$ cat src/rtl/circle_seq_pkg.sv
// Shared types for the circle sequencer: FSM states, shape-table entry layout, 3-bit RGB colours.
// Pure definitions; no latency or flow-control behaviour lives here.
package circle_seq_pkg;

    typedef enum logic [2:0] {
        IDLE  = 3'd0,
        FILL  = 3'd1,
        FETCH = 3'd2,
        LOAD  = 3'd3,
        DRAW  = 3'd4,
        NEXT  = 3'd5,
        WAIT  = 3'd6,
        DONE  = 3'd7
    } state_t;

    localparam int SHAPE_X_W = 8;
    localparam int SHAPE_Y_W = 7;
    localparam int SHAPE_R_W = 8;

    // Table word layout, MSB first; the top slices shape_data in this same order.
    typedef struct packed {
        logic [2:0]           colour;
        logic [SHAPE_X_W-1:0] cx;
        logic [SHAPE_Y_W-1:0] cy;
        logic [SHAPE_R_W-1:0] radius;
    } shape_t;

    localparam logic [2:0] BLACK   = 3'd0;
    localparam logic [2:0] BLUE    = 3'd1;
    localparam logic [2:0] GREEN   = 3'd2;
    localparam logic [2:0] CYAN    = 3'd3;
    localparam logic [2:0] RED     = 3'd4;
    localparam logic [2:0] MAGENTA = 3'd5;
    localparam logic [2:0] YELLOW  = 3'd6;
    localparam logic [2:0] WHITE   = 3'd7;

endpackage

$ cat src/rtl/circle_seq_vga_mux.sv
// Selects the fill or circle pixel stream onto the VGA port; combinational, no backpressure.
// Exactly one source or none drives the port, and an unselected source never leaks through.
module circle_seq_vga_mux #(
    parameter int X_W = 8,
    parameter int Y_W = 7
) (
    input  logic           sel_fill,
    input  logic           sel_circ,
    input  logic [X_W-1:0] fill_x,
    input  logic [Y_W-1:0] fill_y,
    input  logic [2:0]     fill_colour_in,
    input  logic           fill_plot,
    input  logic [X_W-1:0] circ_x,
    input  logic [Y_W-1:0] circ_y,
    input  logic [2:0]     circ_colour,
    input  logic           circ_plot,
    output logic [X_W-1:0] vga_x,
    output logic [Y_W-1:0] vga_y,
    output logic [2:0]     vga_colour,
    output logic           vga_plot
);

    always_comb begin
        vga_x      = '0;
        vga_y      = '0;
        vga_colour = '0;
        vga_plot   = 1'b0;
        if (sel_fill) begin
            vga_x      = fill_x;
            vga_y      = fill_y;
            vga_colour = fill_colour_in;
            vga_plot   = fill_plot;
        end else if (sel_circ) begin
            vga_x      = circ_x;
            vga_y      = circ_y;
            vga_colour = circ_colour;
            vga_plot   = circ_plot;
        end
    end

endmodule

$ cat src/rtl/circle_sequencer.sv
// Clears the screen, then draws each shape-table entry; 2-cycle fetch/load per entry, waits on fill_done/circle_done.
// Optional CIRCLE_SEQ_LOOP_EN: restart from the screen clear after the last entry instead of parking in DONE.
module circle_sequencer
    import circle_seq_pkg::*;
#(
    parameter  int N_SHAPES = 16,
    parameter  int X_W      = 8,
    parameter  int Y_W      = 7,
    parameter  int R_W      = 8,
    localparam int IDX_W    = $clog2(N_SHAPES)
) (
    input  logic                     CLOCK_50,
    input  logic                     rst_n,
    input  logic                     start,
    input  logic                     abort,
    input  logic                     step_mode,
    input  logic                     step,
    input  logic [2:0]               fill_colour,
    output logic [IDX_W-1:0]         shape_addr,
    input  logic [3+X_W+Y_W+R_W-1:0] shape_data,
    output logic                     fill_start,
    input  logic                     fill_done,
    input  logic [X_W-1:0]           fill_x,
    input  logic [Y_W-1:0]           fill_y,
    input  logic [2:0]               fill_colour_in,
    input  logic                     fill_plot,
    output logic                     circle_start,
    input  logic                     circle_done,
    output logic [2:0]               circle_colour,
    output logic [X_W-1:0]           centre_x,
    output logic [Y_W-1:0]           centre_y,
    output logic [R_W-1:0]           radius,
    input  logic [X_W-1:0]           circ_x,
    input  logic [Y_W-1:0]           circ_y,
    input  logic [2:0]               circ_colour,
    input  logic                     circ_plot,
    output logic [X_W-1:0]           vga_x,
    output logic [Y_W-1:0]           vga_y,
    output logic [2:0]               vga_colour,
    output logic                     vga_plot,
    output logic                     busy,
    output logic                     done,
    output logic [IDX_W-1:0]         index
);

    localparam logic [IDX_W-1:0] LAST_IDX = IDX_W'(N_SHAPES - 1);

    state_t           state;
    state_t           state_nxt;
    logic [IDX_W-1:0] index_nxt;

    logic [2:0]       sd_colour;
    logic [X_W-1:0]   sd_cx;
    logic [Y_W-1:0]   sd_cy;
    logic [R_W-1:0]   sd_radius;

    // The fill engine takes the clear colour straight from the top level; it is not consumed here.
    logic             unused_fill_colour;
    assign unused_fill_colour = ^fill_colour;

    assign {sd_colour, sd_cx, sd_cy, sd_radius} = shape_data;

    always_ff @(posedge CLOCK_50 or negedge rst_n) begin
        if (!rst_n) begin
            state <= IDLE;
            index <= '0;
        end else begin
            state <= state_nxt;
            index <= index_nxt;
        end
    end

    always_comb begin
        state_nxt = state;
        index_nxt = index;
        if (abort) begin
            state_nxt = IDLE;
            index_nxt = '0;
        end else begin
            case (state)
                IDLE:  if (start) state_nxt = FILL;
                FILL: begin
                    if (fill_done) begin
                        state_nxt = FETCH;
                        index_nxt = '0;
                    end
                end
                FETCH: state_nxt = LOAD;
                LOAD:  state_nxt = (sd_radius == '0) ? NEXT : DRAW;
                DRAW:  if (circle_done) state_nxt = NEXT;
                NEXT: begin
                    if (index == LAST_IDX) begin
`ifdef CIRCLE_SEQ_LOOP_EN
                        state_nxt = FILL;
`else
                        state_nxt = DONE;
`endif
                    end else begin
                        index_nxt = index + 1'b1;
                        state_nxt = step_mode ? WAIT : FETCH;
                    end
                end
                WAIT:  if (step) state_nxt = FETCH;
                DONE:  if (start) state_nxt = FILL;
                default: state_nxt = IDLE;
            endcase
        end
    end

    // Table data arrives one cycle after shape_addr, so LOAD captures what FETCH addressed.
    always_ff @(posedge CLOCK_50 or negedge rst_n) begin
        if (!rst_n) begin
            circle_colour <= '0;
            centre_x      <= '0;
            centre_y      <= '0;
            radius        <= '0;
        end else if (state == LOAD && !abort) begin
            circle_colour <= sd_colour;
            centre_x      <= sd_cx;
            centre_y      <= sd_cy;
            radius        <= sd_radius;
        end
    end

    assign shape_addr   = index;
    assign fill_start   = (state == FILL) && !abort;
    assign circle_start = (state == DRAW) && !abort;
    assign busy         = (state == FILL) || (state == FETCH) || (state == LOAD) ||
                          (state == DRAW) || (state == NEXT)  || (state == WAIT);
    assign done         = (state == DONE);

    circle_seq_vga_mux #(
        .X_W (X_W),
        .Y_W (Y_W)
    ) u_vga_mux (
        .sel_fill       (state == FILL),
        .sel_circ       (state == DRAW),
        .fill_x         (fill_x),
        .fill_y         (fill_y),
        .fill_colour_in (fill_colour_in),
        .fill_plot      (fill_plot),
        .circ_x         (circ_x),
        .circ_y         (circ_y),
        .circ_colour    (circ_colour),
        .circ_plot      (circ_plot),
        .vga_x          (vga_x),
        .vga_y          (vga_y),
        .vga_colour     (vga_colour),
        .vga_plot       (vga_plot)
    );

endmodule

$ cat config.mk
export PLATFORM = sky130hd
export DESIGN_NAME = circle_sequencer
export DESIGN_NICKNAME = d
export VERILOG_FILES = /design/src/rtl/circle_seq_pkg.sv /design/src/rtl/circle_seq_vga_mux.sv /design/src/rtl/circle_sequencer.sv
export SDC_FILE = /design/constraint.sdc
export NUM_CORES = 1
export LEC_CHECK = 0
export CELL_PAD_IN_SITES_DETAIL_PLACEMENT = 2
export CELL_PAD_IN_SITES_GLOBAL_PLACEMENT = 2
export CORE_MARGIN = 4
export CORE_UTILIZATION = 16
export DETAILED_ROUTE_END_ITERATION = 6
export GPL_ROUTABILITY_DRIVEN = 0
export MAX_ROUTING_LAYER = met4
export PLACE_DENSITY_LB_ADDON = 0.1
export SLEW_MARGIN = 10
export SYNTH_ARGS = -nofsm -noshare
export SYNTH_HDL_FRONTEND = slang
export SYNTH_HIERARCHICAL = 1
export SYNTH_SLANG_ARGS = --single-unit
$ cat constraint.sdc
create_clock -name CLOCK_50 -period 1.9 [get_ports CLOCK_50]
set_input_delay 0.38 -clock CLOCK_50 [delete_from_list [all_inputs] [get_ports CLOCK_50]]
set_output_delay 0.38 -clock CLOCK_50 [all_outputs]
set_load 0.05 [all_outputs]
==> results.toml <==
[timing]
rsz0062_at_grt = "true"
timing.final.crit_share_pct = 106
slew_violations = 0
setup_viol = 19
fmax_ghz = 0.494
hold_violations = 0
timing.final.crit_period_ns = 2.02
worst_slack_ns = -0.123
slew_headroom_pct = 66.2
skew_ns = 0.0118
worst_slew_pin_slew_ns = 0.506

[detailed_routing]
wl_per_cell_um = 16.3
antenna_left = 0
drt_first_pass_iters = 4
drc = 0
vias = 1745
drtIter0Drc = 24
finalWirelength_um = 6960
viasPerCell = 4.10

[floorplan]
fp.dieW_um = 111
rows = 37
coreArea_um2 = 10400
start_util_pct = 16.4
die_y_um = 111
dieArea_um2 = 12400
pin_count = 132

[clock_network]
htree_levels = 2
cts_tree = "built"
clk_latency_ns = 0.29
clkTransAtPathRegs_ns = 0.08
root_buffer = "clkbuf_8"
cts.path.max_buffers = 2
numCtsBuffers = 5
cts.sinks = 33

[finish]
final_common_cell = "clkdlybuf4s50_1"
final_cells = 426
fin_area_um2 = 3610
nFillCells = 1111
regArea_um2 = 827
final_cell_mix = "clkdlybuf4s50_1, buf_4, dfrtp_1"
drive_gt1_share_pct = 45.9
multi_input_area_um2 = 933
nNetsFinal = 365
area_growth_pct = 112
antenna_cells = 0

[worst_hold_path]
min_path_type = "input pin to asynchronous set/reset pin"

[global_routing]
antenna_found_initial = 0
grtUsageTotal_pct = 11.3
overflow = 0
grt_max_degree = 27
grt_pass1_wl_um = 10900
grt_pass1_vias = 1879

[run_status]
status = "finished, violations left"
failed_checks = "negative setup slack"

[critical_path]
crit_buf_inv = 3
r2r_end = "centre_x[3]"
cp-end-kind = "primary output"
path_cells = "buf_4, nor2_4, nor2b_4, clkbuf_16, a22o_4, buf_8"
path_class = "flip-flop to primary output"
critPathSlowestCell = "dfrtp_1"
r2r-start = "state[1]"
r2r_cells = 5
regToRegSetupSlack_ns = 0.20
start_kind = "flip-flop"
critical_path.max_fanout = 8
critical-path-top-delay-family = "buffers and inverters"
required_ns = 1.52
crit_arrival_ns = 1.64
max_stage_delay_ns = 0.41

[place]
detailed_place.area_um2 = 3230
io_buffers = 128
dp.cells = 412
dp_hpwl_um = 5390

[yosys]
ys_async_sr_fraction_pct = 100
syn-num-nets = 223
netlist-cell-type-count = 32
synth_edf_count = 0
netlist_instances = 147
synthTopCellsByArea = "dfrtp_1, mux2_2, a22o_1, buf_6, nand2_1"
netlist_area_um2 = 1710
ys_warn_count = 6
synth_seq_cells = 33
ys_seq_area_share_pct = 48.4
syn_area_per_cell_um2 = 11.6
synth_top_area_share_pct = 48.4
yosysTopAreaCell = "dfrtp_1"
ys.flop_type = "dfrtp_1"

[power_and_ir_drop]
power_density_nw_per_um2 = 1290
ir_drop_v = 0.000579
cellLeakagePower_nw = 1.53

[flow_run]
maxCapViolations = 0
-- metrics by stage --
stage	setup WS, ns	setup TNS (ns)	util [%]	hold WS, ns	power (mW)
after detailed placement	-0.0342	-0.0568	31.1	0.286	3.98
final	-0.123	-1.87	34.8	0.506	4.68
after CTS	-0.122	-2.02	33.2	0.505	4.64
after floorplan	-0.184	-0.624	-	0.0844	2.94
after global placement	-0.00701	-0.0582	31.1	0.289	3.96
after global routing	-0.203	-3.52	34.8	0.521	4.95
-- cells by family (layout without fill, tap and decap cells) --
group                      after synthesis  in the layout  synth area share (%)
AOI/OAI and AO/OA                       33             33                  14.9
adders and majority gates                1              1                 0.734
buffers and inverters                   15            158                  6.24
DFF                                     33             33                  48.4
muxes                                   27             27                  17.8
and+or+nand+nor                         38             38                  12.0
-- cell usage after synthesis, types with 2 or more instances --
cell / n
a21oi_1: 2
a22o_1: 17
a31oi_1: 2
buf_2: 4
buf_4: 4
buf_6: 4
clkbuf_1: 2
dfrtp_1: 33
mux2_2: 25
nand2_1: 12
nand2b_1: 2
nand3_1: 2
nand4_1: 2
nor2_1: 6
nor2b_1: 2
nor3_1: 4
nor4_1: 3
o21ai_0: 5
o21ai_1: 2
or3_1: 2
-- area by class of cell --
cell class / instances / share of cell area, %
flip-flops and latches: 33 / 22.9
well taps: 136 / 4.71
inverters: 1 / 0.104
clock inverters: 3 / 0.485
multi-input cells: 99 / 25.8
clock buffers: 5 / 1.90
repair buffers: 149 / 44.1
-- registers in the layout (all words and copies together), names as in the netlist --
register / flops
index: 4
radius: 8
circle_colour: 3
centre_y: 7
centre_x: 8
state: 3
-- how the worst max path moves through the flow --
stage	slack, ns	cells past startpoint	startpoint	endpoint
2_1_floorplan	-0.18	5	state[1]	vga_x[5]
3_3_place_gp	-0.007	5	shape_data[1]	state[0]
3_5_place_dp	-0.03	5	shape_data[5]	state[0]
4_1_cts	-0.12	5	state[0]	vga_x[2]
5_1_grt	-0.20	6	state[2]	vga_y[1]
6_report	-0.12	6	state[2]	vga_y[6]
-- routing by layer --
layer  share of wire [%]  vias to the layer above  global-route usage [%]
met3                 7.8                        3                    4.09
met4                0.45                        0                    1.46
met1                  42                      847                    14.1
met2                  50                       69                    18.0
li1                    -                      826                       -
met5                   0                        -                       -
-- where the power goes --
part	internal, mW	switching (mW)	leakage [nW]
clock	0.253	0.271	0.0439
sequential	0.994	0.160	0.410
combinational	1.19	1.81	1.08
total	2.43	2.24	1.53
-- what timing repair did --
action / CTS / global route
hold endpoints to repair: 11 / 0
pin swaps: 1 / 2
gates resized for setup: 29 / 20
gates cloned: 0 / 2
setup buffers: 1 / 2
hold buffers: 1 / 0
setup endpoints to repair: 19 / 23
Power figures use the tool's default switching activity.
